**config.mk**
```make
export PLATFORM = sky130hd
export DESIGN_NAME = timer_dev
export DESIGN_NICKNAME = d
export VERILOG_FILES = /design/src/rtl/timer_pkg.sv /design/src/rtl/timer_dev.sv
export SDC_FILE = /design/constraint.sdc
export NUM_CORES = 1
export LEC_CHECK = 0
export ABC_AREA = 0
export BUFFER_PORTS_ARGS = -buffer_cell sky130_fd_sc_hd__buf_2
export CAP_MARGIN = 20
export CORE_MARGIN = 8
export CORE_UTILIZATION = 50
export CTS_CLUSTER_DIAMETER = 40
export DETAILED_ROUTE_END_ITERATION = 10
export PLACE_DENSITY_LB_ADDON = 0.2
export SYNTH_ARGS = -nofsm -noshare
export SYNTH_HDL_FRONTEND = slang
export SYNTH_SLANG_ARGS = --single-unit
```
**constraint.sdc**
```tcl
create_clock -name clk -period 2.65 [get_ports clk]
set_input_delay 0.265 -clock clk [delete_from_list [all_inputs] [get_ports clk]]
set_output_delay 0.265 -clock clk [all_outputs]
set_load 0.03 [all_outputs]
```
**src/rtl/timer_pkg.sv**
```systemverilog
// rtl/timer_pkg.sv - shared types and constants for the timer_dev register block
package timer_pkg;

  typedef enum logic [1:0] {
    ST_IDLE = 2'd0,
    ST_LOAD = 2'd1,
    ST_CNT  = 2'd2,
    ST_INT  = 2'd3
  } state_e;

  localparam logic [1:0] IDX_CTRL   = 2'd0;
  localparam logic [1:0] IDX_PRESET = 2'd1;
  localparam logic [1:0] IDX_COUNT  = 2'd2;
  localparam logic [1:0] IDX_RSVD   = 2'd3;

  localparam int CTRL_EN      = 0;
  localparam int CTRL_MODE_LO = 1;
  localparam int CTRL_MODE_HI = 2;
  localparam int CTRL_IM      = 3;
  localparam int CTRL_PEND    = 4;

  localparam logic [1:0] MODE_ONESHOT = 2'b00;
  localparam logic [1:0] MODE_RELOAD  = 2'b01;

endpackage

```
**src/rtl/timer_dev.sv**
```systemverilog
// rtl/timer_dev.sv - memory-mapped down-counter with preset, auto-reload and masked interrupt
module timer_dev
  import timer_pkg::*;
#(
  parameter logic [31:0] BASE = 32'h0000_7F00
) (
  input  logic        clk,
  input  logic        reset,
  input  logic [31:0] addr,
  input  logic        we,
  input  logic [3:0]  byteen,
  input  logic [31:0] wdata,
  output logic [31:0] rdata,
  output logic        irq
);

  state_e      state_q, state_d;
  logic        en_q, en_d;
  logic [1:0]  mode_q, mode_d;
  logic        im_q, im_d;
  logic        pend_q, pend_d;
  logic [31:0] preset_q, preset_d;
  logic [31:0] count_q, count_d;

  logic        sel;
  logic [1:0]  idx;
  logic        wr;
  logic        set_pend;
  logic        fsm_clr_en;

  assign sel = (addr[31:4] == BASE[31:4]);
  assign idx = addr[3:2];
  assign wr  = sel && we && (byteen != 4'b0000);

  always_ff @(posedge clk) begin
    if (reset) begin
      state_q  <= ST_IDLE;
      en_q     <= 1'b0;
      mode_q   <= MODE_ONESHOT;
      im_q     <= 1'b0;
      pend_q   <= 1'b0;
      preset_q <= 32'd0;
      count_q  <= 32'd0;
    end else begin
      state_q  <= state_d;
      en_q     <= en_d;
      mode_q   <= mode_d;
      im_q     <= im_d;
      pend_q   <= pend_d;
      preset_q <= preset_d;
      count_q  <= count_d;
    end
  end

  // Counter sequencing; only the reload mode restarts, every other MODE code is one-shot.
  always_comb begin
    state_d    = state_q;
    count_d    = count_q;
    set_pend   = 1'b0;
    fsm_clr_en = 1'b0;
    case (state_q)
      ST_IDLE: begin
        if (en_q) state_d = ST_LOAD;
      end
      ST_LOAD: begin
        count_d = preset_q;
        state_d = ST_CNT;
      end
      ST_CNT: begin
        if (!en_q) begin
          state_d = ST_IDLE;
        end else if (count_q == 32'd0) begin
          state_d  = ST_INT;
          set_pend = 1'b1;
        end else begin
          count_d = count_q - 32'd1;
        end
      end
      ST_INT: begin
        if (mode_q == MODE_RELOAD) begin
          state_d = ST_LOAD;
        end else begin
          state_d    = ST_IDLE;
          fsm_clr_en = 1'b1;
        end
      end
      default: state_d = ST_IDLE;
    endcase
  end

  // Register file; the FSM's pending set is applied last so it beats a same-edge CTRL clear.
  always_comb begin
    en_d     = en_q;
    mode_d   = mode_q;
    im_d     = im_q;
    pend_d   = pend_q;
    preset_d = preset_q;
    if (wr && idx == IDX_CTRL) begin
      if (byteen[0]) begin
        en_d   = wdata[CTRL_EN];
        mode_d = wdata[CTRL_MODE_HI:CTRL_MODE_LO];
        im_d   = wdata[CTRL_IM];
      end
      pend_d = 1'b0;
    end
    if (wr && idx == IDX_PRESET) begin
      for (int i = 0; i < 4; i++) begin
        if (byteen[i]) preset_d[8*i +: 8] = wdata[8*i +: 8];
      end
    end
    if (fsm_clr_en) en_d = 1'b0;
    if (set_pend) pend_d = 1'b1;
  end

  always_comb begin
    rdata = 32'd0;
    if (sel) begin
      case (idx)
        IDX_CTRL:   rdata = {27'd0, pend_q, im_q, mode_q, en_q};
        IDX_PRESET: rdata = preset_q;
        IDX_COUNT:  rdata = count_q;
        IDX_RSVD:   rdata = 32'd0;
        default:    rdata = 32'd0;
      endcase
    end
  end

  assign irq = pend_q & im_q;

endmodule

```
# Word level (Yosys, flattened, before mapping)
# Cells that the tools add are included.
# op_classes
addsub	1
n_eq_ne	12
n_mux	17
n_bitwise	1
n_reduce_logical	18
# ops
operator	n
32-bit one-hot mux with 4 select lines	1
32-bit 2-to-1 mux	3
32-bit one-hot mux with 2 select lines	1
32-bit logical NOT	1
32-bit by 1-bit subtractor with 32-bit output (second input constant)	1
28-bit by 11-bit equality test with 1-bit output (second input constant)	1
2-bit AND reduction	6
2-bit equality test (second input constant)	4
1-bit 2-to-1 mux	8
2-bit one-hot mux with 4 select lines	1
2-bit by 1-bit equality test with 1-bit output (second input constant)	3
2-bit 2-to-1 mux	3
2-bit != test (second input constant)	3
1-bit logical AND	4
2-bit logical NOT	2
2-bit nonzero test	2
4-bit nonzero test	1
3-bit != test (second input constant)	1
3-bit AND reduction	1
2-bit OR reduction	1
1-bit bitwise AND	1
# word_totals
register_bits	71
inputBits	71
output_inout_bits	33
word_cells	59

# Longest topological paths before layout
# Gate-level depths: netlist of run 1.
# logic_depth
depth_word	6
ltp_mapped	9
ltp_nobuf	7

# Worst setup path before layout of run 1
# No wires, ideal clock.
# synth_path
path_kind	register to register
startpoint	reg count_q[10]
endpoint	reg count_q[26]
t_arrival_ns	2.225
required_time_ns	2.518
path_slack_ns	0.293
path_stages_with_launch	8
period_less_slack_ns	2.357
path_cell_list	dfxtp_1 buf_6 or4_4 buf_6 or4_4 or3_1 o311ai_1 a21oi_1
# synth_via
elab_chain_cells	4
elab_cells_between_ends	7
# synth_rtl
item	line_no	rtl
start: declaration	timer_dev.sv:23	logic [31:0] count_q, count_d;
start signal: assignment	timer_dev.sv:51	count_q <= count_d;
32-bit by 1-bit subtractor with 32-bit output	timer_dev.sv:76	count_d = count_q - 32'd1;
32-bit 2-to-1 mux	timer_dev.sv:72	end else if (count_q == 32'd0) begin
32-bit 2-to-1 mux	timer_dev.sv:70	if (!en_q) begin
32-bit one-hot mux with 2 select lines	timer_dev.sv:61	case (state_q)
# Several ways; a longest one is shown, not always the timed one. The select of a mux whose other input is x is not followed.
# A chain may end at the register's enable or synchronous reset.

# Worst setup path after layout of run 1
# layout_path
startpoint	reg count_q[11]
endpoint	reg count_q[26]
# Same word-level chain as after synthesis.

==> results.sh, run 1 <==
export IMPL_grt_antenna_before_repair=0
export IMPL_register_area_um2=1420
export IMPL_setup_viol=0
export IMPL_antenna_left=0
export IMPL_cp_common_cell="or4_4"
export IMPL_rsz0062_at_grt="no"
export IMPL_dr_pass1_iters=7
export IMPL_port_buffers=101
export IMPL_ctsHoldBuffers=0
export IMPL_start_kind="flip-flop"
export IMPL_globalplace_congestion=0.926
export IMPL_cts_tree="built"
export IMPL_final_max_slew_viol_count=0
export IMPL_fmax_mhz=414
export IMPL_finish_utilization_pct=62.8
export IMPL_start_util_pct=51.8
export IMPL_die_height_um=108
export IMPL_crit_buf_inv=0
export IMPL_clk_path_buf_depth=2
export IMPL_htree_levels=3
export IMPL_finalWorstSetupSlack_ns=0.232
export IMPL_hold_ws_ns=0.132
export IMPL_clock_sinks=71
export IMPL_seq_area_frac_synth_pct=33.4
export IMPL_critical_path_required_ns=2.87
export IMPL_grt_pass1_wl_um=22300
export IMPL_min_period_ns=2.42
export IMPL_crit_type="flip-flop to flip-flop"
export IMPL_fin_crit_sh_pct=91.2
export IMPL_hold_violations=0
export IMPL_drt_iter0_drc=615
export IMPL_max_stage_delay_ns=0.60
export IMPL_synth_top_cell_area_share_pct=33.4
export IMPL_irDropWorstVdd_mv=0.367
export IMPL_hold_path_class="primary input to flip-flop"
export IMPL_crit_path_end_kind="flip-flop"
export IMPL_synth_seq_cells=71
export IMPL_io_pins=104
export IMPL_ys_top_cells_by_area="dfxtp_1 (33%), mux2i_1 (9.6%), nor2_1 (8.3%)"
export IMPL_syn_area_per_cell_um2=7.68
export IMPL_crit_path_cell_trace="or4_4, or4_4, or3_1, o311ai_1, a21oi_1"
export IMPL_clkTransAtPathRegs_ns=0.09
export IMPL_overflow=0
export IMPL_syn_nets=626
export IMPL_worstPathArrival_ns=2.63
export IMPL_fp_dieArea_um2=11700
export IMPL_via_count=4702
export IMPL_synthFlopType="dfxtp_1"
export IMPL_worstMarginPinSlew_ns=0.697
export IMPL_grt_total_usage_pct=23.6
export IMPL_placedCellCount=743
export IMPL_area_growth_pct=21.4
export IMPL_max_slew_margin_pct=53.6
export IMPL_ys_warn_count=0
export IMPL_multiInputGateArea_um2=2640
export IMPL_dp_slack_ns=0.185
export IMPL_fin_nets=721
export IMPL_synthArstFlopShare_pct=0
export IMPL_yosys_area_top_type="dfxtp_1"
export IMPL_clk_latency_ns=0.36
export IMPL_wire_per_inst_um=18.2
export IMPL_power_leakage_nw=2.20
export IMPL_yosys_cell_count_top_type="nor2_1"
export IMPL_grt_pass1_vias=4456
export IMPL_route_detailed_drc=0
export IMPL_hpwl_um=9940
export IMPL_diodes=0
export IMPL_fillers=746
export IMPL_rows=33
export IMPL_drt_wl_total_um=13800
export IMPL_finalSetupTns_ns=0
export IMPL_powerDensity_nw_per_um2=431
export IMPL_cts_buffers_inserted=9
export IMPL_netlist_instances=554
export IMPL_path_max_fanout=8
export IMPL_coreArea_um2=8220
export IMPL_syn_area_um2=4250
export IMPL_cpMaxStageDelayCell="or4_4"
export IMPL_clock_skew_ns=0.0175
export IMPL_cts_root_buf="clkbuf_8"
export IMPL_critPathTopFamily="simple AND/OR/NAND/NOR gates"
export IMPL_grt_max_degree=38
export IMPL_drive_gt1_share_pct=24.3
export IMPL_routed_via_density=6.19
export IMPL_status="finished, final reports clean"
export IMPL_die_w_um=108
export IMPL_layout_cells_non_filler=759
export IMPL_synth_edff_count=0
export IMPL_yosysUniqueCellTypes=57
export IMPL_synthTopCellsByCount="nor2_1 (94), dfxtp_1 (71), a21oi_1 (47)"
export IMPL_cap_violations=0
-- metal layers --
layer | GRT usage [%] | part of all wire [%] | vias to the layer above
li1 | - | - | 2236
met1 | 32.6 | 43 | 2174
met2 | 34.5 | 44 | 270
met3 | 6.13 | 11 | 22
met4 | 7.83 | 1.4 | 0
met5 | 0 | 0 | -
-- power by group --
part	switching [W]	internal, W
Sequential	0.000000422	0.00107
Clock	0.000470	0.000540
Combinational	0.0000868	0.0000613
Total	0.000557	0.00167
-- cell families after synthesis --
| kind of cell | count (synthesis) | share of synthesized area [%] |
|---|---|---|
| buffers and inverters | 50 | 4.91 |
| AND/OR/NAND/NOR | 240 | 28.6 |
| adder cells (fa/ha/maj) | 1 | 0.294 |
| flip-flops | 71 | 33.4 |
| multiplexers | 42 | 9.91 |
| AO/OA/AOI/OAI | 150 | 22.9 |
-- worst paths after layout --
check,start,end,slack [ns],cells past startpoint
min,wdata[13],preset_q[13]$_SDFFE_PP0P_,0.13,3
max,count_q[11]$_SDFFE_PP0P_,count_q[26]$_SDFFE_PP0P_,0.23,5
max reg2reg,count_q[11]$_SDFFE_PP0P_,count_q[26]$_SDFFE_PP0P_,0.23,5
min reg2reg,pend_q$_SDFFE_PP0P_,pend_q$_SDFFE_PP0P_,0.49,2
-- per-stage QoR --
step	area, µm²	total power, W
6_report	5160	0.00222
5_1_grt	5160	0.00229
4_1_cts	5150	0.00222
3_5_place_dp	4930	0.00124
3_3_place_gp	4930	0.00123
2_1_floorplan	4250	0.00116
-- cell type report --
| cell class | instances | area share [%] |
|---|---|---|
| tap | 105 | 2.54 |
| inverter | 5 | 0.363 |
| sequential | 71 | 27.5 |
| timing repair buffer | 129 | 14.1 |
| clock inverter | 7 | 1.96 |
| clock buffer | 9 | 2.40 |
| multi-input combinational | 433 | 51.1 |
-- registers in the layout, summed over array words and instances (netlist names) --
register	cells
state_q	2
count_q	32
en_q	1
im_q	1
preset_q	32
mode_q	2
pend_q	1
-- tightest hold or removal path: cells and delay by family --
family	cells	cell delay [ns]
buffers and inverters	1	0.08
multiplexers	1	0.05
AND/OR/NAND/NOR	1	0.07
-- cells in the final DEF, fill, tap and decap left out, drive strengths merged, types with 3 or more instances in the layout --
cell type  count
or2            4
and3           4
nand2b         8
o41ai          8
nand3          6
a31oi          8
clkbuf         9
a21o           6
a22oi         27
nor3b          4
o21ai         25
and2           5
o32ai          3
nor4          11
or4            7
nor3          13
nor2          94
o31ai          7
nand4         15
mux2i         41
buf          129
a21oi         47
dfxtp         71
inv            8
nor2b          4
nand4b         4
nand2         45
or3            9
-- timing repair --
item | in CTS | in global routing
setup buffers | 0 | 0
gates resized for setup | 0 | 1
setup endpoints to repair | 0 | 1
No activity file was read; power rests on OpenSTA's default activity.
==> run 2, diff against run 1 <==
--- a/config.mk
+++ b/config.mk
@@ -12,6 +12,7 @@
 export CORE_UTILIZATION = 50
 export CTS_CLUSTER_DIAMETER = 40
 export DETAILED_ROUTE_END_ITERATION = 10
+export MAX_ROUTING_LAYER = met4
 export PLACE_DENSITY_LB_ADDON = 0.2
 export SYNTH_ARGS = -nofsm -noshare
 export SYNTH_HDL_FRONTEND = slang
==> results.sh, run 2 (same netlist as run 1, synthesis figures left out) <==
export IMPL_status="finished, final reports clean"
export IMPL_worstPathArrival_ns=2.64
export IMPL_start_kind="flip-flop"
export IMPL_io_pins=104
export IMPL_grt_total_usage_pct=24.2
export IMPL_worstMarginPinSlew_ns=0.887
export IMPL_drt_wl_total_um=13600
export IMPL_cts_buffers_inserted=9
export IMPL_fin_crit_sh_pct=91.9
export IMPL_clock_skew_ns=0.0138
export IMPL_clk_path_buf_depth=2
export IMPL_irDropWorstVdd_mv=0.349
export IMPL_rows=33
export IMPL_die_w_um=108
export IMPL_path_max_fanout=8
export IMPL_holdPathEnd="preset_q[20]$_SDFFE_PP0P_"
export IMPL_clkTransAtPathRegs_ns=0.09
export IMPL_final_max_slew_viol_count=0
export IMPL_via_count=4670
export IMPL_cts_resized=0
export IMPL_grt_pass1_wl_um=22000
export IMPL_wire_per_inst_um=18.0
export IMPL_fp_dieArea_um2=11700
export IMPL_critical_path_required_ns=2.85
export IMPL_route_detailed_drc=0
export IMPL_hold_depth=3
export IMPL_routed_via_density=6.16
export IMPL_hold_ws_ns=0.127
export IMPL_powerDensity_nw_per_um2=431
export IMPL_fillers=728
export IMPL_overflow=0
export IMPL_rsz0062_at_grt="no"
export IMPL_holdCritStartpoint="wdata[20]"
export IMPL_max_slew_margin_pct=40.9
export IMPL_finalSetupTns_ns=0
export IMPL_grt_pass1_vias=4474
export IMPL_reg2reg_from="count_q[11]$_SDFFE_PP0P_"
export IMPL_ctsHoldBuffers=0
export IMPL_grt_max_degree=48
export IMPL_setup_viol=0
export IMPL_coreArea_um2=8220
export IMPL_rr_endpoint="count_q[26]$_SDFFE_PP0P_"
export IMPL_globalplace_congestion=0.927
export IMPL_final_common_cell="buf_2"
export IMPL_diodes=0
export IMPL_cts_tree="built"
export IMPL_grt_antenna_before_repair=0
export IMPL_drt_iter0_drc=433
export IMPL_port_buffers=101
export IMPL_hpwl_um=9930
export IMPL_finish_utilization_pct=62.7
export IMPL_crit_type="flip-flop to flip-flop"
export IMPL_htree_levels=3
export IMPL_dr_pass1_iters=5
export IMPL_area_growth_pct=21.1
export IMPL_clk_latency_ns=0.36
export IMPL_clock_sinks=71
export IMPL_fin_nets=720
export IMPL_r2r_slack_ns=0.21
export IMPL_reg2reg_depth=5
export IMPL_largest_registers="count_q x32, preset_q x32"
export IMPL_fmax_mhz=411
export IMPL_min_period_ns=2.44
export IMPL_antenna_left=0
export IMPL_postCtsSetupRepairBufs=0
export IMPL_die_height_um=108
export IMPL_start_util_pct=51.8
export IMPL_final_cell_mix="buf_2 (101), nor2_1 (94), dfxtp_1 (71), a21oi_1 (47), nand2_1 (45)"
export IMPL_hold_path_class="primary input to flip-flop"
export IMPL_drive_gt1_share_pct=24.2
export IMPL_crit_path_end_kind="flip-flop"
export IMPL_power_leakage_nw=2.19
export IMPL_hold_violations=0
export IMPL_cts_root_buf="clkbuf_8"
export IMPL_cap_violations=0
[run 2: cell types whose count changed in the layout (fill, tap and decap cells not counted)]
| cell | delta |
|---|---|
| buf_4 | -1 |
| clkinv_4 | +2 |
| clkinvlp_4 | -1 |
| inv_6 | -1 |
| nor4_2 | +1 |
| nor4_4 | -1 |
[run 2: final cells by class]
class | instances | area [µm²] | area share (%)
clock buffers | 9 | 124 | 2.41
clock inverters | 7 | 103 | 1.99
inverters | 5 | 18.8 | 0.365
multi-input cells | 433 | 2630 | 51.1
flip-flops and latches | 71 | 1420 | 27.6
well taps | 105 | 131 | 2.55
repair buffers | 128 | 721 | 14.0
[run 2: worst max-delay path by stage]
stage | endpoint | slack [ns] | depth (start not counted) | from
floorplan | count_q[26]$_SDFFE_PP0P_ | 0.29 | 7 | count_q[10]$_SDFFE_PP0P_
global placement | count_q[26]$_SDFFE_PP0P_ | 0.29 | 5 | count_q[11]$_SDFFE_PP0P_
detailed placement | rdata[6] | 0.27 | 7 | addr[17]
CTS | count_q[26]$_SDFFE_PP0P_ | 0.24 | 5 | count_q[11]$_SDFFE_PP0P_
global route | rdata[8] | 0.02 | 7 | addr[17]
finish | count_q[26]$_SDFFE_PP0P_ | 0.21 | 5 | count_q[11]$_SDFFE_PP0P_
[run 2: worst max-delay path, stage by stage (launching register included)]
cell,delay (ns)
dfxtp_1,0.38
or4_4,0.60
or4_4,0.56
or3_1,0.33
o311ai_1,0.29
a21oi_1,0.11
[run 2: report_power, final]
part | internal (W) | total (W) | switching, W
sequential | 0.00107 | 0.00107 | 0.000000399
clock | 0.000540 | 0.00101 | 0.000468
combinational | 0.0000612 | 0.000147 | 0.0000856
total | 0.00167 | 0.00222 | 0.000554
[run 2: per-stage QoR]
| step | std cells | total power, W | setup WS (ns) | cell area (µm²) |
|---|---|---|---|---|
| floorplan | 554 | 0.00116 | 0.293 | 4250 |
| finish | 758 | 0.00222 | 0.215 | 5150 |
| CTS | 758 | 0.00223 | 0.236 | 5150 |
| detailed placement | 742 | 0.00124 | 0.275 | 4920 |
| global placement | 742 | 0.00123 | 0.293 | 4920 |
| global route | 758 | 0.00229 | 0.0168 | 5150 |
[run 2: metal layers]
layer | vias to the layer above | GRT usage [%] | share of wire, %
li1 | 2234 | - | -
met4 | 0 | 8.33 | 1.4
met2 | 242 | 34.7 | 43
met5 | - | - | 0
met3 | 19 | 4.70 | 8.9
met1 | 2175 | 32.9 | 47
==> run 3, diff against run 2 <==
--- a/config.mk
+++ b/config.mk
@@ -5,7 +5,7 @@
 export SDC_FILE = /design/constraint.sdc
 export NUM_CORES = 1
 export LEC_CHECK = 0
-export ABC_AREA = 0
+export ABC_AREA = 1
 export BUFFER_PORTS_ARGS = -buffer_cell sky130_fd_sc_hd__buf_2
 export CAP_MARGIN = 20
 export CORE_MARGIN = 8
==> results.sh, run 3 <==
export IMPL_status="finished, final reports clean"
export IMPL_yosys_area_top_type="dfxtp_1"
export IMPL_start_kind="primary input"
export IMPL_crit_path_end_kind="output pin"
export IMPL_via_count=5390
export IMPL_dr_pass1_iters=4
export IMPL_antenna_left=0
export IMPL_cts_buffers_inserted=9
export IMPL_powerDensity_nw_per_um2=355
export IMPL_clock_skew_ns=0.00658
export IMPL_cts_root_buf="clkbuf_8"
export IMPL_setup_viol=0
export IMPL_coreArea_um2=9590
export IMPL_power_leakage_nw=3.07
export IMPL_synthFlopType="dfxtp_1"
export IMPL_finalSetupTns_ns=0
export IMPL_synthTopCellsByCount="nand2_1 (247), nor2_1 (219), nand3_1 (79)"
export IMPL_globalplace_congestion=0.949
export IMPL_grt_total_usage_pct=22.9
export IMPL_worstPathArrival_ns=1.98
export IMPL_crit_buf_inv=4
export IMPL_port_buffers=101
export IMPL_io_pins=104
export IMPL_seqPwrFrac_pct=53.7
export IMPL_clk_path_buf_depth=2
export IMPL_combPwrFrac_pct=5.8
export IMPL_diodes=0
export IMPL_max_slew_margin_pct=58.4
export IMPL_rsz0062_at_grt="no"
export IMPL_register_area_um2=1420
export IMPL_placedCellCount=1062
export IMPL_fp_dieArea_um2=13100
export IMPL_path_max_fanout=17
export IMPL_fillers=1004
export IMPL_syn_nets=927
export IMPL_hold_path_class="primary input to flip-flop"
export IMPL_grt_pass1_vias=5115
export IMPL_rr_endpoint="count_q[29]$_SDFFE_PP0P_"
export IMPL_route_detailed_drc=0
export IMPL_syn_area_per_cell_um2=5.68
export IMPL_hold_depth=3
export IMPL_cpMaxStageDelayCell="inv_1"
export IMPL_rows=36
export IMPL_cts_tree="built"
export IMPL_htree_levels=3
export IMPL_placed_area_um2=5420
export IMPL_design_area_um2=5600
export IMPL_yosysUniqueCellTypes=35
export IMPL_synth_seq_cells=71
export IMPL_p_clk_share_pct=40.4
export IMPL_fin_nets=1012
export IMPL_area_growth_pct=15.3
export IMPL_ys_top_cells_by_area="dfxtp_1 (29%), nand2_1 (19%), nor2_1 (17%)"
export IMPL_yosys_cell_count_top_type="nand2_1"
export IMPL_p_sw_share_pct=24.2
export IMPL_die_height_um=115
export IMPL_overflow=0
export IMPL_layout_cells_non_filler=1078
export IMPL_holdCritStartpoint="wdata[4]"
export IMPL_clkTransAtPathRegs_ns=0.08
export IMPL_max_stage_delay_ns=0.32
export IMPL_reg2reg_depth=10
export IMPL_largest_registers="count_q x32, preset_q x32"
export IMPL_grt_max_degree=54
export IMPL_cts_resized=0
export IMPL_grt_pass1_wl_um=23900
export IMPL_routed_via_density=5.00
export IMPL_p_switching_w=0.000481
export IMPL_critical_path_required_ns=2.38
export IMPL_multiInputGateArea_um2=2950
export IMPL_ctsHoldBuffers=0
export IMPL_wire_per_inst_um=13.0
export IMPL_critPathTopFamily="buffers and inverters"
export IMPL_drive_gt1_share_pct=16.1
export IMPL_hpwl_um=10400
export IMPL_final_max_slew_viol_count=0
export IMPL_final_common_cell="nand2_1"
export IMPL_worstMarginPinSlew_ns=0.623
export IMPL_drt_wl_total_um=14000
export IMPL_irDropWorstVdd_mv=0.270
export IMPL_grt_antenna_before_repair=0
export IMPL_synthArstFlopShare_pct=0
export IMPL_clk_latency_ns=0.35
export IMPL_seq_area_frac_synth_pct=29.3
export IMPL_crit_type="primary input to output pin"
export IMPL_syn_area_um2=4850
export IMPL_ys_warn_count=0
export IMPL_crit_path_cell_trace="buf_2, nor2_1, nand2_1, nor2_1, nand2_1, nor2_4, inv_1, buf_4, a21oi_1, buf_2"
export IMPL_start_util_pct=50.6
export IMPL_synth_top_cell_area_share_pct=29.3
export IMPL_reg2reg_from="count_q[0]$_SDFFE_PP0P_"
export IMPL_cap_violations=0
export IMPL_die_w_um=115
export IMPL_clock_sinks=71
export IMPL_synth_edff_count=0
export IMPL_holdPathEnd="preset_q[4]$_SDFFE_PP0P_"
export IMPL_r2r_slack_ns=0.78
export IMPL_netlist_instances=855
export IMPL_fin_crit_sh_pct=84.6
export IMPL_min_period_ns=2.24
export IMPL_p_int_w=0.00150
export IMPL_drt_iter0_drc=340
export IMPL_final_cell_mix="nand2_1 (247), nor2_1 (219), buf_2 (101), nand3_1 (79), inv_1 (77)"
export IMPL_fmax_mhz=446
export IMPL_postCtsSetupRepairBufs=0
export IMPL_hold_violations=0
[run 3: tightest hold or removal path: stages]
cell    delay, ns
buf_2        0.08
nor2_1       0.03
nor2_1       0.08
[run 3: cell type report]
type / instances / share of cell area [%]
Clock buffer: 13 / 2.84
Timing Repair Buffer: 111 / 10.4
Multi-Input combinational cell: 667 / 52.6
Clock inverter: 3 / 0.313
Sequential cell: 71 / 25.4
Inverter: 80 / 5.46
Tap cell: 133 / 2.97
[run 3: stage by stage]
stage          hold slack (ns)  power, W  setup slack (ns)  util, %
2_1_floorplan            0.400   0.00114             0.776        -
3_3_place_gp             0.486   0.00121             0.410     56.5
3_5_place_dp             0.492   0.00121             0.393     56.5
4_1_cts                  0.129   0.00200             0.389     58.3
5_1_grt                  0.140   0.00205             0.221     58.3
6_report                 0.134   0.00198             0.407     58.3
[run 3: cells by family (layout without fill, tap and decap cells)]
family,count (synthesis),count (layout),share of synthesized area [%]
adders and majority gates,1,1,0.258
buffers and inverters,117,207,10.0
xor gates and xnor gates,4,4,0.722
AOI/OAI and AO/OA,77,77,8.95
DFF,71,71,29.3
and+or+nand+nor,585,585,50.8
[run 3: worst max path at each step]
stage | start | end | slack, ns | depth (start not counted)
final | addr[19] | rdata[18] | 0.41 | 10
after global routing | addr[17] | rdata[30] | 0.22 | 10
after CTS | addr[17] | rdata[25] | 0.39 | 10
after detailed placement | addr[17] | rdata[16] | 0.39 | 10
after global placement | addr[19] | rdata[31] | 0.41 | 10
after floorplan | addr[27] | rdata[0] | 0.78 | 7
[run 3: metal layers]
layer	global-route usage, %	wire length [µm]	vias up	part of all wire (%)
li1	-	-	2836	-
met1	29.6	6840	2381	49
met2	36.5	6240	158	45
met3	3.16	729	15	5.2
met4	6.12	191	0	1.4
met5	-	0	-	0
[run 3: power by group through the flow]
stage               Clock, W  Sequential [W]  Combinational [W]
finish              0.000802         0.00107           0.000116
global route        0.000859         0.00107           0.000129
CTS                 0.000816         0.00107           0.000117
detailed placement         0         0.00109           0.000116
global placement           0         0.00109           0.000115
floorplan                  0         0.00109          0.0000491
